### src/rtl/mips_ctrl_pkg.sv
// Shared encodings for the multicycle MIPS controller: FSM states, opcode/funct
// constants, datapath select encodings and the decoded instruction classes.
package mips_ctrl_pkg;

    typedef enum logic [3:0] {
        S_IDLE     = 4'd0,
        S_FETCH    = 4'd1,
        S_DECODE   = 4'd2,
        S_EXE_ADDR = 4'd3,
        S_MEM_RD   = 4'd4,
        S_MEM_WB   = 4'd5,
        S_MEM_WR   = 4'd6,
        S_EXE_R    = 4'd7,
        S_ALU_WB   = 4'd8,
        S_BRANCH   = 4'd9,
        S_JUMP     = 4'd10,
        S_TRAP     = 4'd11
    } state_e;

    typedef enum logic [3:0] {
        C_RTYPE_ALU,
        C_IMM_ALU,
        C_LUI,
        C_LOAD,
        C_STORE,
        C_BRANCH_EQ,
        C_BRANCH_NE,
        C_JUMP,
        C_JUMP_LINK,
        C_ILLEGAL
    } instr_class_e;

    localparam logic [5:0] OP_RTYPE = 6'b000000;
    localparam logic [5:0] OP_ORI   = 6'b001101;
    localparam logic [5:0] OP_LUI   = 6'b001111;
    localparam logic [5:0] OP_LW    = 6'b100011;
    localparam logic [5:0] OP_SW    = 6'b101011;
    localparam logic [5:0] OP_BEQ   = 6'b000100;
    localparam logic [5:0] OP_BNE   = 6'b000101;
    localparam logic [5:0] OP_J     = 6'b000010;
    localparam logic [5:0] OP_JAL   = 6'b000011;

    localparam logic [5:0] FN_ADDU  = 6'b100001;
    localparam logic [5:0] FN_SUBU  = 6'b100011;

    localparam logic [3:0] ALU_ADD  = 4'b0101;
    localparam logic [3:0] ALU_SUB  = 4'b0110;
    localparam logic [3:0] ALU_OR   = 4'b0010;
    localparam logic [3:0] ALU_ZERO = 4'b1001;

    localparam logic [1:0] NPC_PC4  = 2'b00;
    localparam logic [1:0] NPC_BR   = 2'b01;
    localparam logic [1:0] NPC_JMP  = 2'b10;
    localparam logic [1:0] NPC_TRAP = 2'b11;

    localparam logic [1:0] EXT_ZERO = 2'b00;
    localparam logic [1:0] EXT_SIGN = 2'b01;
    localparam logic [1:0] EXT_LUI  = 2'b10;

    localparam logic [1:0] RFIN_PC  = 2'b00;
    localparam logic [1:0] RFIN_DR  = 2'b01;
    localparam logic [1:0] RFIN_ALU = 2'b10;

    localparam logic [1:0] RFOUT_RD = 2'b00;
    localparam logic [1:0] RFOUT_RT = 2'b01;
    localparam logic [1:0] RFOUT_RA = 2'b10;

endpackage

### src/rtl/ctrl_decode.sv
// Combinational opcode/funct classifier feeding the controller FSM.
// bne is only recognised when BNE_EN is set; otherwise it is illegal.
module ctrl_decode
    import mips_ctrl_pkg::*;
#(
    parameter bit BNE_EN = 1'b1
) (
    input  logic [5:0] op_i,
    input  logic [5:0] funct_i,
    output logic [3:0] cls_o
);

    instr_class_e cls_d;

    always_comb begin
        cls_d = C_ILLEGAL;
        case (op_i)
            OP_RTYPE: begin
                if (funct_i == FN_ADDU || funct_i == FN_SUBU) begin
                    cls_d = C_RTYPE_ALU;
                end
            end
            OP_ORI: cls_d = C_IMM_ALU;
            OP_LUI: cls_d = C_LUI;
            OP_LW:  cls_d = C_LOAD;
            OP_SW:  cls_d = C_STORE;
            OP_BEQ: cls_d = C_BRANCH_EQ;
            OP_BNE: cls_d = BNE_EN ? C_BRANCH_NE : C_ILLEGAL;
            OP_J:   cls_d = C_JUMP;
            OP_JAL: cls_d = C_JUMP_LINK;
            default: cls_d = C_ILLEGAL;
        endcase
        cls_o = cls_d;
    end

endmodule

### src/rtl/multicycle_ctrl_v2.sv
// Multicycle MIPS control FSM with memory wait handshakes and illegal-op trap.
// The state register is the only storage; every output decodes from state and inputs.
module multicycle_ctrl_v2
    import mips_ctrl_pkg::*;
#(
    parameter bit WAIT_EN = 1'b1,
    parameter bit TRAP_EN = 1'b1,
    parameter bit BNE_EN  = 1'b1,
    parameter int ALUOP_W = 4
) (
    input  logic               clk,
    input  logic               rst,
    input  logic [5:0]         op,
    input  logic [5:0]         funct,
    input  logic               zero,
    input  logic               im_ready,
    input  logic               dm_ready,
    output logic               B_sel,
    output logic [1:0]         RFin_sel,
    output logic [1:0]         RFout_sel,
    output logic               RFWr,
    output logic               DMWr,
    output logic               PCWr,
    output logic               IRWr,
    output logic [1:0]         npcop,
    output logic [1:0]         extop,
    output logic [ALUOP_W-1:0] aluop,
    output logic               illegal,
    output logic [3:0]         state_o
);

    state_e       state_q;
    state_e       state_d;
    instr_class_e cls;
    logic [3:0]   cls_raw;
    logic [3:0]   alu_d;
    logic         im_ok;
    logic         dm_ok;

    ctrl_decode #(
        .BNE_EN (BNE_EN)
    ) u_decode (
        .op_i    (op),
        .funct_i (funct),
        .cls_o   (cls_raw)
    );

    assign cls   = instr_class_e'(cls_raw);
    assign im_ok = WAIT_EN ? im_ready : 1'b1;
    assign dm_ok = WAIT_EN ? dm_ready : 1'b1;

    always_ff @(posedge clk) begin
        if (!rst) begin
            state_q <= S_IDLE;
        end else begin
            state_q <= state_d;
        end
    end

    always_comb begin
        state_d   = state_q;
        B_sel     = 1'b0;
        RFin_sel  = RFIN_PC;
        RFout_sel = RFOUT_RD;
        RFWr      = 1'b0;
        DMWr      = 1'b0;
        PCWr      = 1'b0;
        IRWr      = 1'b0;
        npcop     = NPC_PC4;
        extop     = EXT_ZERO;
        alu_d     = ALU_ZERO;
        illegal   = 1'b0;

        case (state_q)
            S_IDLE: state_d = S_FETCH;

            S_FETCH: begin
                PCWr = im_ok;
                IRWr = im_ok;
                if (im_ok) state_d = S_DECODE;
            end

            S_DECODE: begin
                case (cls)
                    C_RTYPE_ALU, C_IMM_ALU, C_LUI: state_d = S_EXE_R;
                    C_LOAD, C_STORE:               state_d = S_EXE_ADDR;
                    C_BRANCH_EQ, C_BRANCH_NE:      state_d = S_BRANCH;
                    C_JUMP, C_JUMP_LINK:           state_d = S_JUMP;
                    default:                       state_d = TRAP_EN ? S_TRAP : S_FETCH;
                endcase
            end

            S_EXE_ADDR: begin
                B_sel   = 1'b1;
                extop   = EXT_SIGN;
                alu_d   = ALU_ADD;
                state_d = (cls == C_LOAD) ? S_MEM_RD : S_MEM_WR;
            end

            S_MEM_RD: begin
                if (dm_ok) state_d = S_MEM_WB;
            end

            S_MEM_WB: begin
                RFWr      = 1'b1;
                RFin_sel  = RFIN_DR;
                RFout_sel = RFOUT_RT;
                state_d   = S_FETCH;
            end

            // DMWr is held for the whole wait so the memory sees a stable request.
            S_MEM_WR: begin
                extop = EXT_SIGN;
                DMWr  = 1'b1;
                if (dm_ok) state_d = S_FETCH;
            end

            S_EXE_R: begin
                case (cls)
                    C_RTYPE_ALU: alu_d = (funct == FN_SUBU) ? ALU_SUB : ALU_ADD;
                    C_IMM_ALU: begin
                        B_sel = 1'b1;
                        extop = EXT_ZERO;
                        alu_d = ALU_OR;
                    end
                    C_LUI: begin
                        B_sel = 1'b1;
                        extop = EXT_LUI;
                        alu_d = ALU_OR;
                    end
                    default: alu_d = ALU_ZERO;
                endcase
                state_d = S_ALU_WB;
            end

            S_ALU_WB: begin
                RFWr      = 1'b1;
                RFin_sel  = RFIN_ALU;
                RFout_sel = (cls == C_RTYPE_ALU) ? RFOUT_RD : RFOUT_RT;
                state_d   = S_FETCH;
            end

            S_BRANCH: begin
                alu_d   = ALU_SUB;
                npcop   = NPC_BR;
                PCWr    = (cls == C_BRANCH_NE) ? !zero : zero;
                state_d = S_FETCH;
            end

            S_JUMP: begin
                PCWr  = 1'b1;
                npcop = NPC_JMP;
                if (cls == C_JUMP_LINK) begin
                    RFWr      = 1'b1;
                    RFin_sel  = RFIN_PC;
                    RFout_sel = RFOUT_RA;
                end
                state_d = S_FETCH;
            end

            S_TRAP: begin
                illegal = 1'b1;
                PCWr    = 1'b1;
                npcop   = NPC_TRAP;
                state_d = S_FETCH;
            end

            default: state_d = S_IDLE;
        endcase

        aluop = ALUOP_W'(alu_d);
    end

    assign state_o = state_q;

endmodule
### config.mk
export PLATFORM = sky130hd
export DESIGN_NAME = multicycle_ctrl_v2
export DESIGN_NICKNAME = d
export VERILOG_FILES = /design/src/rtl/mips_ctrl_pkg.sv /design/src/rtl/ctrl_decode.sv /design/src/rtl/multicycle_ctrl_v2.sv
export SDC_FILE = /design/constraint.sdc
export NUM_CORES = 1
export LEC_CHECK = 0
export CORE_MARGIN = 5
export CORE_UTILIZATION = 35
export DETAILED_ROUTE_END_ITERATION = 8
export PLACE_DENSITY = 0.81
export SLEW_MARGIN = 20
export SYNTH_ARGS = -nofsm -noshare
export SYNTH_HDL_FRONTEND = slang
export SYNTH_HIERARCHICAL = 1
export SYNTH_SLANG_ARGS = --single-unit
### constraint.sdc
create_clock -name clk -period 2.9 [get_ports clk]
set_input_delay 0.58 -clock clk [delete_from_list [all_inputs] [get_ports clk]]
set_output_delay 0.58 -clock clk [all_outputs]
set_load 0.02 [all_outputs]
==> results.md <==
- Nets@finish: 211
- # setup viols final: 2
- Post-synth EDFFs: 0
- LEAKAGE: 0.679 nW
- Max Slew Vio Count: 0
- TritonCTS Buffers: 3
- Synth Warn #: 6
- Setup crit start kind: input port
- Core ar.: 2250 um2
- Status: finished, violations left
- DRT Pass-1 Iters: 4
- HP Class: reg -> reg
- Max Freq: 343 MHz
- Filler cells: 191
- CTS Hold Bufs: 0
- Die span in x: 59.3 um
- Fin area: 1600 um2
- Syn Area/Cell: 6.74 um2
- Sequential fraction of the synthesis area: 0.0943
- Fin. Hold Viols: 0
- Post-synth top cells: nor2_1 (16), nand2_1 (9), a21oi_1 (8), nand2b_1 (6), nand3_1 (6)
- Worst Setup End Kind: primary output
- CTS max path bufs: 2
- Die height: 59.3 um
- Worst Tran Pin Value: 559 ps
- Vias per cell: 5.62
- Routability cong.: 0.876
- Simple-Gate Fraction of Synth Area: 0.457
- Failing checks: setup timing
- Synth Area in Adders: 0.0736
- Mapped cell area: 850 um2
- Max_slew headroom: 0.627
- Max Cap Viol: 0
- Largest family of logic cells by synthesized area: simple AND/OR/NAND/NOR gates
- FFs w/ async S/R, synth: 0
- Final worst-path cycle share: 1.00
- Vias in the first global route: 1226
- Inserted Diodes: 0
- Htree depth: 1
- Post-DP HPWL: 2310 um
- Synth cell types: 44
- Port bufs: 38
- FF+latch count, synth: 4
- Setup ws final: -13.3 ps
- Root Buffer: clkbuf_4
- Routed via count: 1209
- GRT met1 Usage: 0.187
- Mux share of post-synthesis cell area: 0
- WL final: 3300 um
- Syn Nets: 148
- GRT Overall Usage: 0.184
- Worst slack, placed: -1110 ps
- Die area: 3510 um2
- Ports: 39
- Maximum vdd drop: 281 uV
- Met3 Track Usage GR: 0.0370
- Total clock sinks: 4
- Insertion delay to the later sink of the worst-skew pair: 230 ps
- CTS clk-pin slew, worst paths: 30 ps
- Final Critical Period: 2910 ps
- Kind of critical path: in -> out
- Post-Synth XOR/XNOR Area: 0.0206
- Synth top area share: 0.0943
- RSZ-0062 raised after global routing: yes
- Total grt overflow: 0
- First DRT Iteration DRCs: 45
- Synthesized instance count: 126
- Area contributors post-synth: dfxtp_1 (9.4%), ha_1 (7.4%), nor2_1 (7.1%)
- Compound-gate portion of the synthesized area: 0.275
- DR WL/cell: 15.3 um
- Cell taking the most area after synthesis: dfxtp_1
- DR DRC count: 0
- CP max FO: 7
- Initial core utilization: 0.377
- Final ANT Viol Nets: 0
- Share of cells above drive strength 1: 0.433
- Dpl cell area: 1390 um2
- Largest net degree at the start of global routing: 18
- First-pass GRT wire length: 5220 um
- TritonCTS clock tree: done
- PwrDens: 255 nW/um2
- Std cell rows: 17
- Clk_skew: 3.90 ps
- Most used DFF post-synth: dfxtp_1
- Most common cell in the netlist: nor2_1
- Max reg flops: 4
- CP Data Required Time: 2320 ps
- Layout area overhead: 87.8%
- GR peak layer: met2
- Data arrival time of the critical path: 2330 ps
- Initial antenna violation count: 0
- M2 GR Usage: 0.368
-- where the power goes --
group	total, mW	switching [mW]	internal, mW
Sequential	0.0859	0.0241	0.0619
Combinational	0.255	0.131	0.124
Clock	0.0646	0.0186	0.0460
-- metal layers --
layer  wire [um]  vias up  share of wire
li1            -      590              -
met1        1090      567           0.33
met2        1870       41           0.57
met3         232       11          0.070
met4         107        0          0.032
met5           0        -              0
-- worst max-delay path, cell delays in order --
cell and delay [ps]:
buf_12 110, buf_6 120, nor3_2 160, o21ai_1 90, a311oi_2 260, buf_4 170, ha_4 120, nand3b_1 90
xnor2_1 150, nand3_1 110, a31oi_2 200, buf_4 160
-- path summary, 6_finish.rpt --
| path | from | endpoint | slack, ps | depth (start not counted) |
|---|---|---|---|---|
| setup / recovery | op[2] | PCWr | -10 | 12 |
| hold / removal | state_o[1]$_SDFFE_PN0P_ | state_o[1]$_SDFFE_PN0P_ | 700 | 3 |
| setup reg to reg | state_o[0]$_SDFFE_PN0P_ | state_o[2]$_SDFFE_PN0P_ | 1270 | 5 |
| hold reg to reg | state_o[1]$_SDFFE_PN0P_ | state_o[1]$_SDFFE_PN0P_ | 700 | 3 |
-- final cells by class --
class                           count  area, um2  area share
Sequential cell                     4       80.1      0.0502
Timing Repair Buffer               66        574       0.360
Clock buffer                        3       22.5      0.0141
Tap cell                           28       35.0      0.0220
Inverter                            5       18.8      0.0118
Multi-Input combinational cell    109        865       0.542
-- placed cells by master, fill, tap and decap left out, types with 4 or more instances in the layout --
| cell | n |
|---|---|
| a21oi_1 | 7 |
| and3_1 | 5 |
| buf_4 | 32 |
| buf_6 | 4 |
| clkdlybuf4s50_1 | 17 |
| dfxtp_1 | 4 |
| nand2_1 | 8 |
| nand2b_1 | 5 |
| nand3_1 | 4 |
| nor2_1 | 14 |
-- cell families (layout without fill, tap and decap cells) --
| logic type | count (synthesis) | in the layout |
|---|---|---|
| AO/OA/AOI/OAI | 33 | 33 |
| XOR/XNOR | 2 | 2 |
| adder cells (fa/ha/maj) | 5 | 5 |
| buffers and inverters | 13 | 74 |
| flip-flops | 4 | 4 |
| AND/OR/NAND/NOR | 69 | 69 |
-- through the flow --
step | std cells | total power, mW | utilization | setup TNS [ps] | hold slack, ps
floorplan | 126 | 0.212 | - | 0 | 605
global placement | 204 | 0.310 | 0.618 | -8910 | 681
detailed placement | 204 | 0.317 | 0.618 | -9670 | 673
CTS | 213 | 0.392 | 0.674 | -73.5 | 681
global route | 215 | 0.440 | 0.708 | -794 | 734
finish | 215 | 0.406 | 0.708 | -14.4 | 703
-- what timing repair did --
item                                    CTS  global route
endpoints found under the hold margin     0             0
pin swaps                                14            14
setup buffers                             6             2
endpoints found under the setup margin   10            10
resized for setup                        96            26
No activity file was read; power rests on OpenSTA's default activity.
